**src/rtl/mmu_tlb.sv**
```systemverilog
// mmu_tlb: virtual-to-physical address translation in front of cache_controller.
// A fully-associative TLB is looked up per request. A miss walks a single-level
// page table (PTE at ptbr + VPN*4) over a dedicated memory port. Hits or
// refilled translations issue a one-cycle read_mem/write_mem. Invalid PTEs and
// writes to read-only pages raise a one-cycle page_fault instead.
// Optional build macro MMU_BYPASS_EN adds input mmu_enable. It is sampled on
// accept; when it is 0 the request issues with phy_addr = virt_addr.
module mmu_tlb #(
  parameter int unsigned TLB_ENTRIES = 8,
  parameter int unsigned PAGE_BITS   = 12
) (
  input  logic        clk,
  input  logic        rst_n,
  input  logic [31:0] virt_addr,
  input  logic        cpu_read,
  input  logic        cpu_write,
  input  logic [31:0] cpu_wdata,
  input  logic [31:0] ptbr,
  input  logic        tlb_flush,
`ifdef MMU_BYPASS_EN
  input  logic        mmu_enable,
`endif
  output logic        mmu_stall,
  output logic        page_fault,
  output logic [31:0] phy_addr,
  output logic        read_mem,
  output logic        write_mem,
  output logic [31:0] data_from_cpu,
  input  logic        ready_stall,
  output logic [31:0] pt_mem_addr,
  output logic        pt_mem_read_req,
  input  logic [31:0] pt_mem_data_in,
  input  logic        pt_mem_ready
);

  localparam int unsigned VPN_W = 32 - PAGE_BITS;
  localparam int unsigned IDX_W = $clog2(TLB_ENTRIES);

  typedef enum logic [2:0] {
    S_IDLE,
    S_LOOKUP,
    S_WALK,
    S_WALK_WAIT,
    S_ISSUE,
    S_FAULT
  } state_t;

  state_t r_state;

  // Latched request
  logic [31:0] r_va;
  logic        r_is_wr;
  logic [31:0] r_wdata;

  // Registered outputs
  logic [31:0] r_pa;
  logic [31:0] r_dout;
  logic        r_rd_pulse;
  logic        r_wr_pulse;
  logic        r_pf;
  logic [31:0] r_pt_addr;
  logic        r_pt_req;

  // TLB storage
  logic [TLB_ENTRIES-1:0] r_tlb_v;
  logic [TLB_ENTRIES-1:0] r_tlb_w;
  logic [VPN_W-1:0]       r_tlb_vpn [TLB_ENTRIES];
  logic [VPN_W-1:0]       r_tlb_ppn [TLB_ENTRIES];
  logic [IDX_W-1:0]       r_ptr;

  // Lookup / walk helpers
  logic [VPN_W-1:0] w_vpn;
  logic             w_hit;
  logic             w_hit_w;
  logic [VPN_W-1:0] w_hit_ppn;
  logic             w_free_found;
  logic [IDX_W-1:0] w_free_idx;
  logic [IDX_W-1:0] w_victim;
  logic [31:0]      w_pt_addr;
  logic             w_pte_v;
  logic             w_pte_w;
  logic [VPN_W-1:0] w_pte_ppn;
  logic             w_pte_fault;
  logic             w_refill;
  logic             w_xlate_on;
  logic             w_accept;
  logic             w_unused;

  assign w_vpn       = r_va[31:PAGE_BITS];
  assign w_pt_addr   = ptbr + 32'({w_vpn, 2'b00});
  assign w_pte_v     = pt_mem_data_in[0];
  assign w_pte_w     = pt_mem_data_in[1];
  assign w_pte_ppn   = pt_mem_data_in[31:PAGE_BITS];
  assign w_pte_fault = !w_pte_v || (r_is_wr && !w_pte_w);
  assign w_refill    = (r_state == S_WALK_WAIT) && pt_mem_ready && !w_pte_fault;
  assign w_victim    = w_free_found ? w_free_idx : r_ptr;
  assign w_accept    = (cpu_read || cpu_write) && !ready_stall;
  assign w_unused    = ^pt_mem_data_in[PAGE_BITS-1:2];

`ifdef MMU_BYPASS_EN
  logic r_en;
  assign w_xlate_on = r_en;
`else
  assign w_xlate_on = 1'b1;
`endif

  assign mmu_stall       = (r_state != S_IDLE);
  assign page_fault      = r_pf;
  assign phy_addr        = r_pa;
  assign read_mem        = r_rd_pulse;
  assign write_mem       = r_wr_pulse;
  assign data_from_cpu   = r_dout;
  assign pt_mem_addr     = r_pt_addr;
  assign pt_mem_read_req = r_pt_req;

  // Fully-associative match of the latched VPN against all valid entries
  always_comb begin
    w_hit     = 1'b0;
    w_hit_w   = 1'b0;
    w_hit_ppn = '0;
    for (int unsigned i = 0; i < TLB_ENTRIES; i++) begin
      if (r_tlb_v[IDX_W'(i)] && (r_tlb_vpn[IDX_W'(i)] == w_vpn)) begin
        w_hit     = 1'b1;
        w_hit_w   = r_tlb_w[IDX_W'(i)];
        w_hit_ppn = r_tlb_ppn[IDX_W'(i)];
      end
    end
  end

  // Lowest-index invalid entry; scanning downward lets the lowest one win
  always_comb begin
    w_free_found = 1'b0;
    w_free_idx   = '0;
    for (int unsigned i = TLB_ENTRIES; i > 0; i--) begin
      if (!r_tlb_v[IDX_W'(i - 1)]) begin
        w_free_found = 1'b1;
        w_free_idx   = IDX_W'(i - 1);
      end
    end
  end

  // TLB refill and flush; flush wins over a coincident refill
  always_ff @(posedge clk) begin
    if (!rst_n) begin
      r_tlb_v <= '0;
      r_ptr   <= '0;
    end else if (tlb_flush) begin
      r_tlb_v <= '0;
      r_ptr   <= '0;
    end else if (w_refill) begin
      r_tlb_v[w_victim]   <= 1'b1;
      r_tlb_w[w_victim]   <= w_pte_w;
      r_tlb_vpn[w_victim] <= w_vpn;
      r_tlb_ppn[w_victim] <= w_pte_ppn;
      if (!w_free_found) begin
        r_ptr <= r_ptr + 1'b1;
      end
    end
  end

  // Request FSM with registered cache-side and page-table-side outputs
  always_ff @(posedge clk) begin
    if (!rst_n) begin
      r_state    <= S_IDLE;
      r_va       <= '0;
      r_is_wr    <= 1'b0;
      r_wdata    <= '0;
      r_pa       <= '0;
      r_dout     <= '0;
      r_rd_pulse <= 1'b0;
      r_wr_pulse <= 1'b0;
      r_pf       <= 1'b0;
      r_pt_addr  <= '0;
      r_pt_req   <= 1'b0;
`ifdef MMU_BYPASS_EN
      r_en       <= 1'b0;
`endif
    end else begin
      r_rd_pulse <= 1'b0;
      r_wr_pulse <= 1'b0;
      r_pf       <= 1'b0;
      r_pt_req   <= 1'b0;
      case (r_state)
        S_IDLE: begin
          if (w_accept) begin
            r_va    <= virt_addr;
            r_is_wr <= cpu_write;
            r_wdata <= cpu_wdata;
`ifdef MMU_BYPASS_EN
            r_en    <= mmu_enable;
`endif
            r_state <= S_LOOKUP;
          end
        end
        S_LOOKUP: begin
          if (!w_xlate_on) begin
            r_pa    <= r_va;
            r_dout  <= r_wdata;
            r_state <= S_ISSUE;
          end else if (w_hit) begin
            if (r_is_wr && !w_hit_w) begin
              r_pf    <= 1'b1;
              r_state <= S_FAULT;
            end else begin
              r_pa    <= {w_hit_ppn, r_va[PAGE_BITS-1:0]};
              r_dout  <= r_wdata;
              r_state <= S_ISSUE;
            end
          end else begin
            r_pt_addr <= w_pt_addr;
            r_pt_req  <= 1'b1;
            r_state   <= S_WALK;
          end
        end
        S_WALK: begin
          r_state <= S_WALK_WAIT;
        end
        S_WALK_WAIT: begin
          if (pt_mem_ready) begin
            if (w_pte_fault) begin
              r_pf    <= 1'b1;
              r_state <= S_FAULT;
            end else begin
              r_pa    <= {w_pte_ppn, r_va[PAGE_BITS-1:0]};
              r_dout  <= r_wdata;
              r_state <= S_ISSUE;
            end
          end
        end
        S_ISSUE: begin
          if (!ready_stall) begin
            r_rd_pulse <= !r_is_wr;
            r_wr_pulse <= r_is_wr;
            r_state    <= S_IDLE;
          end
        end
        S_FAULT: begin
          r_state <= S_IDLE;
        end
        default: begin
          r_state <= S_IDLE;
        end
      endcase
    end
  end

endmodule

```
**config.mk**
```make
export PLATFORM = sky130hd
export DESIGN_NAME = mmu_tlb
export DESIGN_NICKNAME = d
export VERILOG_FILES = /design/src/rtl/mmu_tlb.sv
export SDC_FILE = /design/constraint.sdc
export NUM_CORES = 1
export LEC_CHECK = 0
export BUFFER_PORTS_ARGS = -buffer_cell sky130_fd_sc_hd__buf_2
export CORE_AREA = 5 5 195 197
export CTS_CLUSTER_SIZE = 12
export DETAILED_ROUTE_END_ITERATION = 16
export DIE_AREA = 0 0 200 202
export PLACE_DENSITY = 0.92
export REMOVE_ABC_BUFFERS = 1
export SYNTH_ARGS = -nofsm -noshare
export SYNTH_HDL_FRONTEND = slang
export SYNTH_SLANG_ARGS = --single-unit
```
**constraint.sdc**
```tcl
create_clock -name clk -period 6.01 [get_ports clk]
set_input_delay 0.601 -clock clk [delete_from_list [all_inputs] [get_ports clk]]
set_output_delay 0.601 -clock clk [all_outputs]
set_load 0.01 [all_outputs]
```
== Yosys cells after proc, flatten, opt, wreduce, memory -nomap -nowiden ==
Memories as Yosys holds them, arrays and structs flattened.
Cells that the tools add are included.
Widths: inputs -> output; s select.

* Bits in registers: 187
* Bits in writable memories: 320
* Input port bits: 135
* Output and inout bits: 101
* Logic and storage cells: 149
* Memories kept: 2

{| class="wikitable"
|+ Memory list
! memory !! depth !! width !! rd ports !! clocked after Yosys merged registers in !! wr ports !! RTL line !! text
|-
| r_tlb_ppn || 8 || 20 || 8 || 0 || 1 || 68 || <nowiki>logic [VPN_W-1:0] r_tlb_ppn [TLB_ENTRIES];</nowiki>
|-
| r_tlb_vpn || 8 || 20 || 8 || 0 || 1 || 67 || <nowiki>logic [VPN_W-1:0] r_tlb_vpn [TLB_ENTRIES];</nowiki>
|}

* $add $sub $neg: 2
* $lt $le $gt $ge: 2
* Eq/ne operators: 18
* Mux-type cells: 71
* Bitwise logic cells: 6
* Reductions and logical operators: 34

{| class="wikitable"
|+ Operators by type and width
! kind !! count
|-
| $mux 32 || 8
|-
| $eq 20x20->1 || 8
|-
| $mux 20 || 8
|-
| $pmux 32 s2 || 2
|-
| $mux 3 || 13
|-
| $mux 1 || 36
|-
| $add 32x22->32 || 1
|-
| $pmux 3 s5 || 1
|-
| $logic_and 1x1->1 || 14
|-
| $ne 2x2->1 const B || 6
|-
| $bwmux 8 || 1
|-
| $or 8x8->8 || 1
|-
| $reduce_and 2->1 || 4
|-
| $eq 3x2->1 const B || 2
|-
| $logic_not 1->1 || 6
|-
| $reduce_and 3->1 || 2
|-
| $not 1->1 || 5
|-
| $reduce_and 5->1 || 1
|-
| $lt 3x4->1 const B || 1
|-
| $add 3x1->3 const B || 1
|-
| $demux 1 s3 || 1
|-
| $eq 3x1->1 const B || 1
|-
| $eq 3x3->1 const B || 1
|-
| $ge 3x1->1 const B || 1
|-
| other kinds (7) || 8
|}

== Depth between registers and ports, before layout ==
An unclocked memory read counts as a cell.

* Depth in word-level cells: 16
* Depth in mapped cells: 12

== Least setup slack after synthesis ==
No wires, ideal clock.

* Path type: input -> register
* Start point: input rst_n
* End point: memory r_tlb_ppn[5][0] in the netlist's numbering, enable pin
* Arrival: 3.328 ns
* Required time: 5.571 ns
* Path slack: 2.243 ns
* Stages: 6
* Cells stage by stage: clkbuf_1 -> nand2b_1 -> or3_1 -> a31oi_1 -> nand2_1 -> nor2_1

* Cells in the longest elaborated chain, start to end: 2

{| class="wikitable"
|+ Ends and longest elaborated chain
! item !! RTL line !! text
|-
| start: declaration || 13 || <nowiki>input logic rst_n,</nowiki>
|-
| $mux 1 || 144 || <nowiki>if (!rst_n) begin</nowiki>
|-
| $mux 1 (not written as such) || 154 || <nowiki>r_tlb_ppn[w_victim] <= w_pte_ppn;</nowiki>
|-
| end: declaration || 68 ||
|}

Every way passes these cells.

== Worst setup path in the final report ==
* Start point: register r_va[17]
* End point: register r_pa[15] (netlist: phy_addr[15])

* Cells in the longest elaborated chain, start to end: 14
* Elaborated cells between the ends (all ways): 48

{| class="wikitable"
|+ Ends and longest elaborated chain
! item !! RTL line !! text
|-
| start: declaration || 51 || <nowiki>logic [31:0] r_va;</nowiki>
|-
| start signal: assignment || 186 || <nowiki>r_va <= virt_addr;</nowiki>
|-
| $eq 20x20->1 || 122 || <nowiki>if (r_tlb_v[IDX_W'(i)] && (r_tlb_vpn[IDX_W'(i)] == w_vpn)) begin</nowiki>
|-
| $logic_and 1x1->1 || 122 ||
|-
| $mux 1 (8 in series) || 122 ||
|-
| $logic_not 1->1 || 201 || <nowiki>if (r_is_wr && !w_hit_w) begin</nowiki>
|-
| $logic_and 1x1->1 || 201 ||
|-
| $ne 2x2->1 (no line) || n/a ||
|-
| $reduce_and 5->1 (no line) || n/a ||
|-
| end signal: assignment || 197 || <nowiki>r_pa <= r_va;</nowiki>
|-
| end signal: assignment || 205 || <nowiki>r_pa <= {w_hit_ppn, r_va[PAGE_BITS-1:0]};</nowiki>
|-
| end signal: assignment || 224 || <nowiki>r_pa <= {w_pte_ppn, r_va[PAGE_BITS-1:0]};</nowiki>
|-
| end: declaration || 56 || <nowiki>logic [31:0] r_pa;</nowiki>
|}

Several ways; a longest one is shown, not always the timed one. The select of a mux whose other input is x is not followed.
A chain may end at the register's enable or synchronous reset.

==> results.json <==
{
  "worst_pin_slew_ps": 1349,
  "grt_pass1_wl_mm": 83.46,
  "fin_nets": 2146,
  "cts_tree": "yes",
  "post-cts-setup-buffers": 0,
  "period_share": 0.7812,
  "cts_resized": 0,
  "power.internal_uw": 5658,
  "grt_use_met1": 0.3268,
  "crit_path_max_fanout": 64,
  "ant_nets": 0,
  "gr-usage-all-layers": 0.2602,
  "yosysSeqAreaShare": 0.6275,
  "rows": 70,
  "syn_avg_cell_area_sq_um": 12.03,
  "cp-end-kind": "flop",
  "status": "finished, final reports clean",
  "crit_type": "reg -> reg",
  "met3_usage": 0.06934,
  "leakage_uw": 0.008919,
  "slew_violations": 0,
  "clk_path_buf_depth": 3,
  "rsz0062_at_grt": "false",
  "syn_to_final_growth_pct": 14.47,
  "slew_headroom": 0.1008,
  "overflow": 0,
  "clk_transition_reported_paths_ps": 60,
  "io_buffers": 225,
  "vias": 15070,
  "arrival_ps": 5210,
  "power_density_nw_per_um2": 301.1,
  "skew_ps": 25.00,
  "antenna_found_initial": 6,
  "drc": 0,
  "wl_per_cell_um": 21.22,
  "die_area_sq_um": 40400,
  "busiest_layer": "met2",
  "synthTopCellsByArea": "edfxtp_1 (46%), dfxtp_1 (17%), nand2_1 (6.1%)",
  "max_freq_mhz": 213.0,
  "insertion_delay_ps": 600,
  "clkPwrFrac": 0.404,
  "post_dp_cell_area_sq_um": 22940,
  "synth-edff-count": 328,
  "start_util": 0.5933,
  "yosysTopAreaCellShare": 0.4601,
  "swShare": 0.2332,
  "synth-seq-cells": 507,
  "switchingPower_uw": 1720,
  "placed_cells": 2404,
  "use_met2": 0.4269,
  "clock-sinks": 507,
  "min_path_type": "in -> reg",
  "holdBufCountCts": 0,
  "die_x_um": 200,
  "p_comb_frac": 0.076,
  "htree_num_levels": 2,
  "fin_crit_ps": 4695,
  "wl_mm": 53.11,
  "design_area_sq_um": 24510,
  "syn_area_sq_um": 21410,
  "finalSetupViolations": 0,
  "final_layout_size_suffix_gt1_frac": 0.1699,
  "avgViaCountPerCell": 6.022,
  "drt_iter0_drc": 1479,
  "p_seq_frac": 0.520,
  "cts_root_buf": "clkbuf_16",
  "tns_ps": 0,
  "ir_worst_vdd_mv": 0.3641,
  "io_pins": 236,
  "cts_buffers": 51,
  "yosys.area.top_type": "edfxtp_1",
  "ys_warn_count": 0,
  "layout.cells.non_filler": 2503,
  "syn_inst": 1779,
  "cp-start-kind": "flop",
  "async_flop_share": 0,
  "synth_ff_type": "edfxtp_1",
  "chipHeight_um": 202,
  "worstPathRequired_ps": 6520,
  "grt_max_degree": 120,
  "hold_violations": 0,
  "core_sq_um": 36080,
  "fillers": 2422,
  "drv_cap": 0,
  "gp_congestion": 0.8834,
  "dp_hpwl_mm": 32.01,
  "dr.pass1.iters": 7,
  "grt_pass1_vias": 15460,
  "yosysUniqueCellTypes": 65
}
[sequential cells by signal, summed over array words and instances, names as in the netlist, 3 cells and up]
signal and cells:
pt_mem_addr 32, r_tlb_w 8, r_ptr 3, r_state 3, r_wdata 32, r_tlb_vpn 160
r_tlb_v 8, r_tlb_ppn 160, phy_addr 32, data_from_cpu 32, r_va 32
[kinds of logic after synthesis]
kind of cell    count (synthesis)  share of synthesized area
compound gates                268                    0.09182
xor+xnor                      184                    0.07528
fa+ha+maj                      22                    0.01321
buf+inv                       134                    0.03045
flops                         507                     0.6275
mux                            87                    0.04074
simple gates                  577                     0.1210
[critical path: stages (launching register included)]
cell and delay [ps]:
dfxtp_1 1060, xor2_1 150, nor4_1 360, nand4_1 230, nor2_2 860, nor3b_1 140
o311a_1 410, o21ai_1 240, nor3b_4 290, buf_12 400, mux2i_1 320
[power groups by stage]
stage | Sequential (uW) | Clock (uW) | Combinational, uW
finish | 3840 | 2980 | 562
global route | 3840 | 3170 | 620
CTS | 3840 | 3020 | 560
detailed placement | 3910 | 0 | 552
global placement | 3900 | 0 | 524
floorplan | 3920 | 0 | 299
[layer usage]
| metal | vias up | wire length (um) |
|---|---|---|
| met5 | - | 46 |
| met4 | 6 | 2232 |
| met3 | 198 | 5520 |
| met2 | 850 | 25970 |
| met1 | 7233 | 19340 |
| li1 | 6785 | - |
[final timing paths]
| kind | from | end | slack (ps) | cells past startpoint |
|---|---|---|---|---|
| max | r_va[17] | phy_addr[15] | 1310 | 10 |
| min | pt_mem_ready | r_state[1] | 260 | 2 |
| max reg2reg | r_va[17] | phy_addr[15] | 1310 | 10 |
| min reg2reg | data_from_cpu[6] | data_from_cpu[6] | 450 | 2 |
[placed cells by master (no fill, tap or decap), types with 28 or more instances in the layout]
cell type  synthesis  final
clkbuf_1          65     28
clkbuf_16          0     51
nor4_1            28     28
edfxtp_1         328    328
dfxtp_1          179    179
nand4_1           47     47
a21boi_0          66     66
nor2_1            65     54
inv_1             32     32
buf_4              0     33
mux2i_1           86     86
xnor2_1           98     98
nand2_1          347    347
buf_2             23    224
xor2_1            86     86
o21ai_0           29     29
[cell usage after synthesis, types with 23 or more instances]
cell,n
nor2b_1,26
edfxtp_1,328
a21boi_0,66
buf_2,23
nand2_1,347
xor2_1,86
inv_1,32
clkbuf_1,65
nand4_1,47
o21ai_0,29
nor4_1,28
xnor2_1,98
nor2_1,65
dfxtp_1,179
mux2i_1,86
[cell type report]
type | instances | area, sq um | area share
Tap cell | 468 | 585.6 | 0.02389
Multi-Input combinational cell | 1138 | 7403 | 0.3021
Timing Repair Buffer | 259 | 1400 | 0.05713
Antenna cell | 4 | 10.01 | 0.0004085
Clock inverter | 10 | 90.09 | 0.003676
Clock buffer | 85 | 1464 | 0.05974
Sequential cell | 507 | 13430 | 0.5481
Inverter | 32 | 120.1 | 0.004901
[per-stage QoR]
step,setup WS [ps],total power [uW],hold WS [ps],util
CTS,1392,7413,227.4,0.6788
global placement,1834,4429,439.4,0.6358
detailed placement,1477,4462,445.8,0.6358
global route,1097,7636,247.5,0.6791
floorplan,-1188,4221,437.8,-
finish,1315,7378,258.2,0.6791
(Power assumes the default switching activity.)
